$ cat config.mk
export PLATFORM = sky130hd
export DESIGN_NAME = half16_align
export DESIGN_NICKNAME = d
export VERILOG_FILES = /design/src/rtl/half16_align.sv
export SDC_FILE = /design/constraint.sdc
export NUM_CORES = 1
export LEC_CHECK = 0
export BUFFER_PORTS_ARGS = -buffer_cell sky130_fd_sc_hd__buf_2
export CORE_ASPECT_RATIO = 0.8
export CORE_MARGIN = 4
export CORE_UTILIZATION = 59
export DETAILED_ROUTE_END_ITERATION = 12
export GPL_ROUTABILITY_DRIVEN = 0
export PLACE_DENSITY = 0.93
export SETUP_SLACK_MARGIN = 0.1
export SLEW_MARGIN = 30
export SYNTH_ARGS = -nofsm -noshare
export SYNTH_HDL_FRONTEND = slang
export SYNTH_SLANG_ARGS = --single-unit
$ cat constraint.sdc
create_clock -name clk -period 2.7 [get_ports clk]
set_input_delay 0.27 -clock clk [delete_from_list [all_inputs] [get_ports clk]]
set_output_delay 0.27 -clock clk [all_outputs]
set_load 0.1 [all_outputs]
$ cat src/rtl/half16_align.sv
// half16_align: FP16 operand alignment ahead of a mantissa adder.
// It unpacks both operands and orders them by magnitude. The smaller mantissa
// is shifted right one bit per cycle, and the sticky bit collects every bit
// that falls off the end. One operand pair is in flight at a time.
module half16_align #(
   parameter int MAX_SHIFT = 12
) (
   input  logic        clk,
   input  logic        rst_n,
   input  logic        in_valid,
   output logic        in_ready,
   input  logic [15:0] in_a,
   input  logic [15:0] in_b,
   output logic        out_valid,
   input  logic        out_ready,
   output logic        sign_a,
   output logic        sign_b,
   output logic [4:0]  out_exp_half,
   output logic [10:0] out_mant_a_half,
   output logic [10:0] out_mant_b_half,
   output logic        sticky_bit,
   output logic        out_special
);

   // Exponent differences never exceed 29, so a larger cap behaves as "no cap".
   localparam int          LP_CAP_INT = (MAX_SHIFT > 29) ? 29 : ((MAX_SHIFT < 0) ? 0 : MAX_SHIFT);
   localparam logic [4:0]  LP_CAP     = 5'(LP_CAP_INT);

   typedef enum logic [1:0] {
      ST_IDLE  = 2'd0,
      ST_SHIFT = 2'd1,
      ST_DONE  = 2'd2
   } state_t;

   state_t        r_state;
   logic          r_in_ready;
   logic          r_out_valid;
   logic          r_sign_a;
   logic          r_sign_b;
   logic [4:0]    r_exp;
   logic [10:0]   r_mant_a;
   logic [10:0]   r_mant_b;
   logic          r_sticky;
   logic          r_special;
   logic [4:0]    r_cnt;
   logic          r_trunc;

   logic          w_hid_a, w_hid_b;
   logic [4:0]    w_eexp_a, w_eexp_b;
   logic [10:0]   w_man_a, w_man_b;
   logic          w_a_ge;
   logic          w_sign_l, w_sign_s;
   logic [4:0]    w_eexp_l, w_eexp_s;
   logic [10:0]   w_man_l, w_man_s;
   logic [4:0]    w_dist;
   logic [4:0]    w_steps;
   logic          w_trunc;
   logic          w_special;
   logic          w_accept;
   logic          w_release;
   logic [10:0]   w_shift_mant;
   logic          w_shift_out;
   logic          w_last_step;

   // Number of serial steps actually executed for a given exponent difference.
   function automatic logic [4:0] clamp_steps(input logic [4:0] d);
      return (d > LP_CAP) ? LP_CAP : d;
   endfunction

   // Sticky update for one shift step; on the final step of a capped shift the
   // bits still left in the mantissa are folded in as well.
   function automatic logic next_sticky(input logic cur, input logic out_bit,
                                        input logic [10:0] rest, input logic flush);
      return cur | out_bit | (flush & (|rest));
   endfunction

   // Unpack both operands, order them by magnitude and derive the shift plan.
   always_comb begin
      w_hid_a   = |in_a[14:10];
      w_hid_b   = |in_b[14:10];
      w_eexp_a  = w_hid_a ? in_a[14:10] : 5'd1;
      w_eexp_b  = w_hid_b ? in_b[14:10] : 5'd1;
      w_man_a   = {w_hid_a, in_a[9:0]};
      w_man_b   = {w_hid_b, in_b[9:0]};
      w_a_ge    = {w_eexp_a, w_man_a} >= {w_eexp_b, w_man_b};
      w_sign_l  = w_a_ge ? in_a[15] : in_b[15];
      w_sign_s  = w_a_ge ? in_b[15] : in_a[15];
      w_eexp_l  = w_a_ge ? w_eexp_a : w_eexp_b;
      w_eexp_s  = w_a_ge ? w_eexp_b : w_eexp_a;
      w_man_l   = w_a_ge ? w_man_a : w_man_b;
      w_man_s   = w_a_ge ? w_man_b : w_man_a;
      w_dist    = w_eexp_l - w_eexp_s;
      w_steps   = clamp_steps(w_dist);
      w_trunc   = (w_dist > LP_CAP);
      w_special = (&in_a[14:10]) | (&in_b[14:10]);
   end

   // Handshake qualifiers and the single-step shift datapath.
   always_comb begin
      w_accept     = in_valid & r_in_ready;
      w_release    = r_out_valid & out_ready;
      w_shift_mant = r_mant_b >> 1;
      w_shift_out  = r_mant_b[0];
      w_last_step  = (r_cnt == 5'd1);
   end

   // Control FSM with all result registers; outputs come straight from flops.
   always_ff @(posedge clk or negedge rst_n) begin
      if (!rst_n) begin
         r_state     <= ST_IDLE;
         r_in_ready  <= 1'b1;
         r_out_valid <= 1'b0;
         r_sign_a    <= 1'b0;
         r_sign_b    <= 1'b0;
         r_exp       <= 5'd0;
         r_mant_a    <= 11'd0;
         r_mant_b    <= 11'd0;
         r_sticky    <= 1'b0;
         r_special   <= 1'b0;
         r_cnt       <= 5'd0;
         r_trunc     <= 1'b0;
      end else begin
         case (r_state)
            ST_IDLE: begin
               if (w_accept) begin
                  r_in_ready <= 1'b0;
                  r_sign_a   <= w_sign_l;
                  r_sign_b   <= w_sign_s;
                  r_exp      <= w_eexp_l;
                  r_mant_a   <= w_man_l;
                  r_mant_b   <= w_man_s;
                  r_sticky   <= 1'b0;
                  r_special  <= w_special;
                  r_trunc    <= w_trunc & ~w_special;
                  if (!w_special && (w_steps != 5'd0)) begin
                     r_cnt   <= w_steps;
                     r_state <= ST_SHIFT;
                  end else begin
                     r_cnt       <= 5'd0;
                     r_out_valid <= 1'b1;
                     r_state     <= ST_DONE;
                  end
               end
            end
            ST_SHIFT: begin
               r_cnt    <= r_cnt - 5'd1;
               r_sticky <= next_sticky(r_sticky, w_shift_out, w_shift_mant,
                                       w_last_step & r_trunc);
               if (w_last_step && r_trunc) begin
                  r_mant_b <= 11'd0;
               end else begin
                  r_mant_b <= w_shift_mant;
               end
               if (w_last_step) begin
                  r_out_valid <= 1'b1;
                  r_state     <= ST_DONE;
               end
            end
            ST_DONE: begin
               if (w_release) begin
                  r_out_valid <= 1'b0;
                  r_in_ready  <= 1'b1;
                  r_state     <= ST_IDLE;
               end
            end
            default: begin
               r_out_valid <= 1'b0;
               r_in_ready  <= 1'b1;
               r_state     <= ST_IDLE;
            end
         endcase
      end
   end

   assign in_ready        = r_in_ready;
   assign out_valid       = r_out_valid;
   assign sign_a          = r_sign_a;
   assign sign_b          = r_sign_b;
   assign out_exp_half    = r_exp;
   assign out_mant_a_half = r_mant_a;
   assign out_mant_b_half = r_mant_b;
   assign sticky_bit      = r_sticky;
   assign out_special     = r_special;

endmodule

==> flow_metrics.py, run 1 <==
metrics = {
    "run_status": {
        "status": "finished with violations",
        "failed_checks": "setup timing",
    },
    "timing": {
        "setup_slack_ns": -0.4606,
        "clock_skew_ns": 0.008452,
        "fin_crit_ns": 3.161,
        "drv_slew": 0,
        "setup_violations": 13,
        "max_freq_mhz": 316.4,
        "whs_ns": 0.2178,
        "rsz0062_at_grt": "yes",
        "period_share_pct": 117.1,
        "finalHoldViolCount": 0,
        "max-slew-margin-rel_pct": 37.68,
        "worstMarginPinSlew_ns": 0.9349,
    },
    "die": {
        "dieHeight_um": 71.34,
        "floorplan.initialDensity_pct": 62.87,
        "pin_count": 69,
        "dieArea_um2": 6219,
        "rows": 22,
        "dieWidth_um": 87.18,
        "core-area_um2": 4707,
    },
    "cts": {
        "insertion_delay_ns": 0.32,
        "clock-sinks": 41,
        "clk_path_buf_depth": 2,
        "cts_tree": "yes",
        "cts-root-buf": "clkbuf_8",
        "cts_buffers": 5,
        "h-tree-depth": 2,
        "clk_pin_slew_ns": 0.08,
    },
    "synthesis": {
        "synthFlopType": "dfrtp_1",
        "ys_types": 57,
        "ys_top_cells_by_count": "nand2_1, dfrtp_1, nor2_1, a21oi_1, a31oi_1",
        "synthesis.nets": 423,
        "yosysTopAreaCell": "dfrtp_1",
        "synthCells": 368,
        "synth-edff-count": 0,
        "synth_area_leaders": "dfrtp_1, nand2_1, ha_1, a31oi_1, a21oi_1",
        "synth_top_area_share_pct": 33.83,
        "avgSynthCellArea_um2": 8.041,
        "yosysMostFrequentCell": "nand2_1",
        "synthArstFlopShare_pct": 100.0,
        "yosysWarningCount": 0,
        "synth-seq-cells": 41,
        "synth.cell_area_um2": 2959,
        "seq_area_frac_synth_pct": 34.71,
    },
    "layout": {
        "final_area_um2": 4059,
        "syn_to_final_growth_pct": 37.17,
        "stdcell_count": 546,
        "nets": 540,
        "drive_gt1_share_pct": 35.39,
        "antenna_cells": 0,
    },
    "power_and_ir_drop": {
        "p_leak_nw": 1.976,
        "peakVddDrop_mv": 0.9117,
        "powerDensity_nw_per_um2": 1073,
    },
    "drt": {
        "drtPass1Iterations": 6,
        "drc": 0,
        "wl_per_cell_um": 20.37,
        "vias_per_cell": 6.863,
        "routed_wl_um": 11120,
        "ant_nets": 0,
        "vias": 3747,
        "drtIter0Drc": 506,
    },
    "worst_setup_path": {
        "path_class": "input pin to flop",
        "worstPathMaxFanout": 4,
        "required_ns": 2.90,
        "cp-start-kind": "input pin",
        "cp_cell_sequence": "buf_8 -> nor4_4 -> or2_4 -> inv_4 -> ha_4 -> nand4_1 -> nor4_4 -> o31a_2 -> nor3_4 -> o21a_1 -> ha_2 -> a31o_4 -> or2_4 -> nor4b_4 -> o32ai_4 -> a21o_1",
        "arrival_ns": 3.37,
        "reg2reg_depth": 7,
        "cp_slowest_cell": "nor4_4",
        "critPathMaxStageDelay_ns": 0.30,
        "cp-end-kind": "flop",
    },
    "global_routing": {
        "grt_use_total_pct": 37.21,
        "grt_start_max_net_pins": 42,
        "grt_pass1_wl_um": 17930,
        "grt-ovfl-total": 0,
        "grt_pass1_vias": 3569,
        "antenna_found_initial": 0,
    },
    "placement": {
        "dpl_cell_area_um2": 3799,
        "pre_cts_ws_ns": -0.7164,
        "dp_hpwl_um": 7049,
        "dp_cells": 534,
        "numPortBuffers": 68,
    },
    "hold_path": {
        "min_path_type": "input pin to flop",
        "whs_path_depth": 3,
    },
    "run": {
        "maxCapViolCount": 0,
    },
}
## flip-flops by register name (all words and copies together) (netlist names), 2 cells and up
| signal | cells |
|---|---|
| out_exp_half | 5 |
| out_mant_a_half | 11 |
| out_mant_b_half | 11 |
| r_state | 2 |
| r_cnt | 5 |
## logic make-up after synthesis
group / after synthesis / share of synthesized area [%]
and+or+nand+nor: 151 / 24.48
muxes: 1 / 0.7610
buffers and inverters: 43 / 5.793
DFF: 41 / 34.71
adders and majority gates: 19 / 8.034
AOI/OAI and AO/OA: 113 / 26.22
## path summary, 6_finish.rpt
check | slack (ns) | from | endpoint
max | -0.46 | in_b[14] | r_state[0]$_DFFE_PN0P_
min | 0.22 | in_b[15] | sign_a$_DFFE_PN0P_
max reg2reg | 0.47 | r_cnt[1]$_DFFE_PN0P_ | out_mant_b_half[2]$_DFFE_PN0P_
min reg2reg | 0.49 | sticky_bit$_DFFE_PN0P_ | sticky_bit$_DFFE_PN0P_
max in group asynchronous | 1.86 | rst_n | out_exp_half[1]$_DFFE_PN0P_
min in group asynchronous | 0.47 | rst_n | r_state[0]$_DFFE_PN0P_
## worst max-delay path, delay by kind of cell
family | cells | cell delay, ns
and+or+nand+nor | 7 | 1.52
buffers and inverters | 2 | 0.14
adders and majority gates | 2 | 0.44
AOI/OAI and AO/OA | 5 | 0.99
## through the flow
| stage | TNS [ns] | total power [W] | utilization (%) |
|---|---|---|---|
| 2_1_floorplan | -4.915 | 0.003013 | - |
| 3_3_place_gp | -5.678 | 0.003579 | 80.70 |
| 3_5_place_dp | -10.70 | 0.003659 | 80.70 |
| 4_1_cts | -2.492 | 0.004244 | 84.90 |
| 5_1_grt | -6.195 | 0.004528 | 86.23 |
| 6_report | -4.122 | 0.004355 | 86.23 |
## layout make-up
type                       count  area, µm²
clock inverter                 1      30.03
sequential                    41       1027
inverter                      21      81.33
clock buffer                   7      86.33
timing repair buffer         132      849.6
tap                           60      75.07
multi-input combinational    284       1909
fill                         228      648.1
## cell usage in the layout, fill, tap and decap left out, types with 5 or more instances in the layout
| cell | n |
|---|---|
| nand2_1 | 68 |
| buf_2 | 65 |
| buf_4 | 63 |
| dfrtp_1 | 40 |
| nor2_1 | 36 |
| a21oi_1 | 31 |
| a31oi_1 | 27 |
| inv_1 | 20 |
| ha_1 | 17 |
| o21ai_0 | 9 |
| o21ai_1 | 6 |
| a221oi_1 | 6 |
| clkbuf_8 | 6 |
| nand2b_1 | 5 |
## timing repair
| action | 4_1_cts | 5_1_grt |
|---|---|---|
| endpoints found under the setup margin | 13 | 37 |
| hold endpoints to repair | 0 | 40 |
| hold buffers | 0 | 1 |
| pin swaps | 4 | 4 |
| buffers inserted | 0 | 3 |
| gates resized for setup | 19 | 6 |
## metal layers
metal  part of all wire, %  routed length [µm]  up-vias  global-route usage [%]
met1                    37                4074     1721                   46.16
met2                    44                4891      339                   55.60
met4                   7.1                 793        0                   21.81
met3                    12                1365      122                   13.45
met5                     0                   0        -                       0
li1                      -                   -     1565                       -
## power by group
| part | total (W) | switching, W | internal [W] | leakage, nW |
|---|---|---|---|---|
| sequential | 0.00106 | 0.000209 | 0.000853 | 0.509 |
| clock | 0.000538 | 0.000237 | 0.000302 | 0.0585 |
| combinational | 0.00275 | 0.00214 | 0.000610 | 1.41 |
Note: power is estimated with default switching activity, not from simulation.
==> run 2, diff against run 1 <==
--- a/config.mk
+++ b/config.mk
@@ -5,7 +5,7 @@
 export SDC_FILE = /design/constraint.sdc
 export NUM_CORES = 1
 export LEC_CHECK = 0
-export BUFFER_PORTS_ARGS = -buffer_cell sky130_fd_sc_hd__buf_2
+export BUFFER_PORTS_ARGS = -buffer_cell sky130_fd_sc_hd__buf_4
 export CORE_ASPECT_RATIO = 0.8
 export CORE_MARGIN = 4
 export CORE_UTILIZATION = 59
==> run 2 against run 1 <==
Against the previous run:
- the run now fails in global routing (5_1_grt)
- synthesized cell count unchanged
- synthesized area did not move
==> flow_metrics.py, run 2 <==
metrics = {
    "run_status": {
        "status": "did not finish",
        "lastStage": "global routing (5_1_grt)",
        "error": "[ERROR GRT-0232] Routing congestion too high. Check the congestion heatmap in the GUI.",
    },
    "global_routing": {
        "grt_start_max_net_pins": 42,
        "grt_use_total_pct": 73.90,
        "grt-ovfl-total": 36,
    },
    "synthesis": {
        "synth-edff-count": 0,
        "synth_top_area_share_pct": 33.83,
        "yosysWarningCount": 0,
        "synth-seq-cells": 41,
        "synthesis.nets": 423,
        "ys_types": 57,
        "synthArstFlopShare_pct": 100.0,
        "synth_area_leaders": "dfrtp_1, nand2_1, ha_1, a31oi_1, a21oi_1",
        "yosysTopAreaCell": "dfrtp_1",
        "synthCells": 368,
        "avgSynthCellArea_um2": 8.041,
        "yosysMostFrequentCell": "nand2_1",
        "ys_top_cells_by_count": "nand2_1, dfrtp_1, nor2_1, a21oi_1, a31oi_1",
        "synth.cell_area_um2": 2959,
        "seq_area_frac_synth_pct": 34.71,
        "synthFlopType": "dfrtp_1",
    },
    "cts": {
        "clk_path_buf_depth": 2,
        "clock-sinks": 41,
        "cts-root-buf": "clkbuf_8",
        "cts_buffers": 5,
        "h-tree-depth": 2,
    },
    "die": {
        "floorplan.initialDensity_pct": 62.87,
        "dieWidth_um": 87.18,
        "pin_count": 69,
        "dieHeight_um": 71.34,
        "rows": 22,
    },
    "timing": {
        "grt_worst_setup_endpoint": "r_cnt[2]$_DFFE_PN0P_/D",
        "endpoint_type": "sequential cell input",
    },
    "placement": {
        "pre_cts_ws_ns": -0.8295,
        "dp_cells": 537,
        "numPortBuffers": 68,
        "dp_hpwl_um": 7941,
    },
}
[run 2: cell counts after synthesis]
Identical to the previous run, type by type.
[run 2: per-layer routing]
layer | GRT usage, % | overflow
met1 | 74.21 | 0
met2 | 87.11 | 19
met3 | 64.37 | 0
met4 | 71.38 | 17
met5 | 21.49 | 0
[run 2: logic make-up after synthesis]
family / count (synthesis) / share of synthesized area [%]
simple gates: 151 / 24.48
buf+inv: 43 / 5.793
compound gates: 113 / 26.22
mux: 1 / 0.7610
flops: 41 / 34.71
fa+ha+maj: 19 / 8.034
[run 2: timing repair]
item | 4_1_cts
endpoints found under the setup margin | 31
pin swaps | 9
hold buffers | 1
buffers inserted | 20
hold endpoints to repair | 40
resized for setup | 30
[run 2: metrics by stage]
stage	cell area, µm²	utilization [%]
2_1_floorplan	3040	-
3_3_place_gp	3991	84.80
3_5_place_dp	3991	84.80
4_1_cts	4418	93.86
==> run 3, diff against run 2 <==
--- a/config.mk
+++ b/config.mk
@@ -6,13 +6,11 @@
 export NUM_CORES = 1
 export LEC_CHECK = 0
 export BUFFER_PORTS_ARGS = -buffer_cell sky130_fd_sc_hd__buf_4
-export CORE_ASPECT_RATIO = 0.8
 export CORE_MARGIN = 4
-export CORE_UTILIZATION = 59
+export CORE_UTILIZATION = 40
 export DETAILED_ROUTE_END_ITERATION = 12
 export GPL_ROUTABILITY_DRIVEN = 0
-export PLACE_DENSITY = 0.93
-export SETUP_SLACK_MARGIN = 0.1
+export PLACE_DENSITY_LB_ADDON = 0.15
 export SLEW_MARGIN = 30
 export SYNTH_ARGS = -nofsm -noshare
 export SYNTH_HDL_FRONTEND = slang
==> run 3 against run 2 <==
Against the previous run:
- the flow now finishes, with violations (setup timing)
==> flow_metrics.py, run 3 (synthesis results as in run 1) <==
metrics = {
    "run_status": {
        "status": "finished with violations",
        "failed_checks": "setup timing",
    },
    "worst_setup_path": {
        "reg2reg_depth": 6,
        "startpoint": "in_b[14]",
        "r2r_end": "out_mant_b_half[4]$_DFFE_PN0P_",
        "cp-start-kind": "input pin",
        "arrival_ns": 3.23,
        "endpoint": "r_cnt[2]$_DFFE_PN0P_",
        "cp_slowest_cell": "or3_1",
        "worstPathBufferInverterCount": 2,
        "cp_cell_sequence": "buf_8 -> nor4_4 -> or2_4 -> inv_2 -> ha_4 -> nand4_1 -> nor4_4 -> o31a_2 -> nor3_4 -> o21a_1 -> ha_2 -> a31o_1 -> or3_1 -> a21oi_2 -> o32ai_4 -> o21a_1",
        "worstPathMaxFanout": 4,
        "path_class": "input pin to flop",
        "worst-r2r-setup-slack_ns": 0.77,
        "cp-end-kind": "flop",
        "path_depth": 16,
        "r2r-start": "r_state[0]$_DFFE_PN0P_",
        "cp_top_family": "simple AND/OR/NAND/NOR gates",
        "critPathMaxStageDelay_ns": 0.37,
        "required_ns": 2.90,
    },
    "run": {
        "maxCapViolCount": 0,
    },
    "global_routing": {
        "antenna_found_initial": 0,
        "grt-ovfl-total": 0,
        "grt_start_max_net_pins": 42,
        "grt_pass1_wl_um": 14950,
        "grt_use_total_pct": 21.13,
        "grt_pass1_vias": 3080,
    },
    "cts": {
        "h-tree-depth": 2,
        "cts_buffers": 5,
        "clock-sinks": 41,
        "clk_path_buf_depth": 2,
        "cts_tree": "yes",
        "cts-root-buf": "clkbuf_8",
        "insertion_delay_ns": 0.30,
        "clk_pin_slew_ns": 0.09,
    },
    "power_and_ir_drop": {
        "p_leak_nw": 2.036,
        "powerDensity_nw_per_um2": 1003,
        "peakVddDrop_mv": 0.6617,
    },
    "timing": {
        "setup_violations": 8,
        "setup_slack_ns": -0.3375,
        "fin_crit_ns": 3.037,
        "period_share_pct": 112.5,
        "max_freq_mhz": 329.2,
        "clock_skew_ns": 0.003214,
        "worstMarginPinSlew_ns": 0.5701,
        "finalHoldViolCount": 0,
        "rsz0062_at_grt": "yes",
        "drv_slew": 0,
        "max-slew-margin-rel_pct": 62.00,
    },
    "layout": {
        "drive_gt1_share_pct": 36.25,
        "fin_util_pct": 59.78,
        "syn_to_final_growth_pct": 45.75,
        "nets": 545,
        "seq_area_um2": 1027,
        "nFillCells": 695,
        "antenna_cells": 0,
        "layout_common_cells": "buf_4, nand2_1, dfrtp_1",
        "final_common_cell": "buf_4",
        "multi_input_area_um2": 1914,
        "stdcell_count": 590,
    },
    "placement": {
        "dp_cells": 578,
        "numPortBuffers": 68,
        "dp_hpwl_um": 6982,
    },
    "drt": {
        "vias_per_cell": 5.410,
        "drtIter0Drc": 147,
        "wl_per_cell_um": 15.61,
        "drc": 0,
        "routed_wl_um": 9212,
        "drtPass1Iterations": 4,
        "ant_nets": 0,
        "vias": 3192,
    },
    "hold_path": {
        "min_path_type": "input pin to flop",
    },
    "die": {
        "dieWidth_um": 94.01,
        "dieArea_um2": 8838,
        "rows": 31,
        "dieHeight_um": 94.01,
        "floorplan.initialDensity_pct": 41.02,
        "core-area_um2": 7214,
        "pin_count": 69,
    },
}
[run 3: timing repair]
item / in CTS / in global routing
pin swaps: 1 / 2
gates resized for setup: 16 / 9
gates cloned: 0 / 0
hold buffers: 1 / 0
setup endpoints to repair: 12 / 12
endpoints found under the hold margin: 40 / 0
buffers inserted: 2 / 1
[run 3: per-layer routing]
metal / vias to the layer above / routed length (µm) / GRT usage (%)
met5: - / 0 / 0
met4: 0 / 206 / 6.859
met3: 15 / 343 / 3.365
met2: 64 / 4612 / 35.30
met1: 1532 / 4050 / 27.81
li1: 1581 / - / -
[run 3: power by group]
group	switching [W]	internal, W	total (W)	leakage, nW
Sequential	0.000190	0.000853	0.00104	0.509
Clock	0.000241	0.000278	0.000519	0.0554
Combinational	0.00203	0.000730	0.00276	1.47
[run 3: worst min path at each step]
stage,start,to,cells past startpoint
2_1_floorplan,rst_n,out_exp_half[0]$_DFFE_PN0P_,0
3_3_place_gp,rst_n,out_mant_b_half[3]$_DFFE_PN0P_,1
3_5_place_dp,rst_n,out_mant_b_half[0]$_DFFE_PN0P_,1
4_1_cts,in_b[15],sign_b$_DFFE_PN0P_,3
5_1_grt,in_a[15],sign_b$_DFFE_PN0P_,3
6_report,in_b[15],sign_b$_DFFE_PN0P_,3
[run 3: metrics by stage]
stage	hold WS [ns]	area [µm²]	TNS, ns	setup slack [ns]	power, W
finish	0.2316	4313	-2.391	-0.3375	0.004326
global route	0.2189	4313	-3.351	-0.4530	0.004564
CTS	0.2286	4260	-2.084	-0.3039	0.004334
detailed placement	0.3006	4055	-11.66	-0.7310	0.003783
global placement	0.2971	4055	-8.367	-0.5953	0.003756
floorplan	-0.02559	3040	-4.915	-0.6651	0.003013
[run 3: worst reg2reg max path, cell delays in order, from the launching register on]
cell and delay (ns):
dfrtp_1 0.45, nand2b_1 0.21, or3_1 0.49, buf_4 0.29, a21oi_2 0.20, a21oi_1 0.06, o21ai_0 0.15
[run 3: layout make-up]
class | instances | area share (%)
tap | 99 | 2.872
timing repair buffer | 137 | 24.51
multi-input combinational | 284 | 44.39
clock inverter | 2 | 0.8993
inverter | 21 | 1.828
clock buffer | 6 | 1.683
sequential | 41 | 23.82
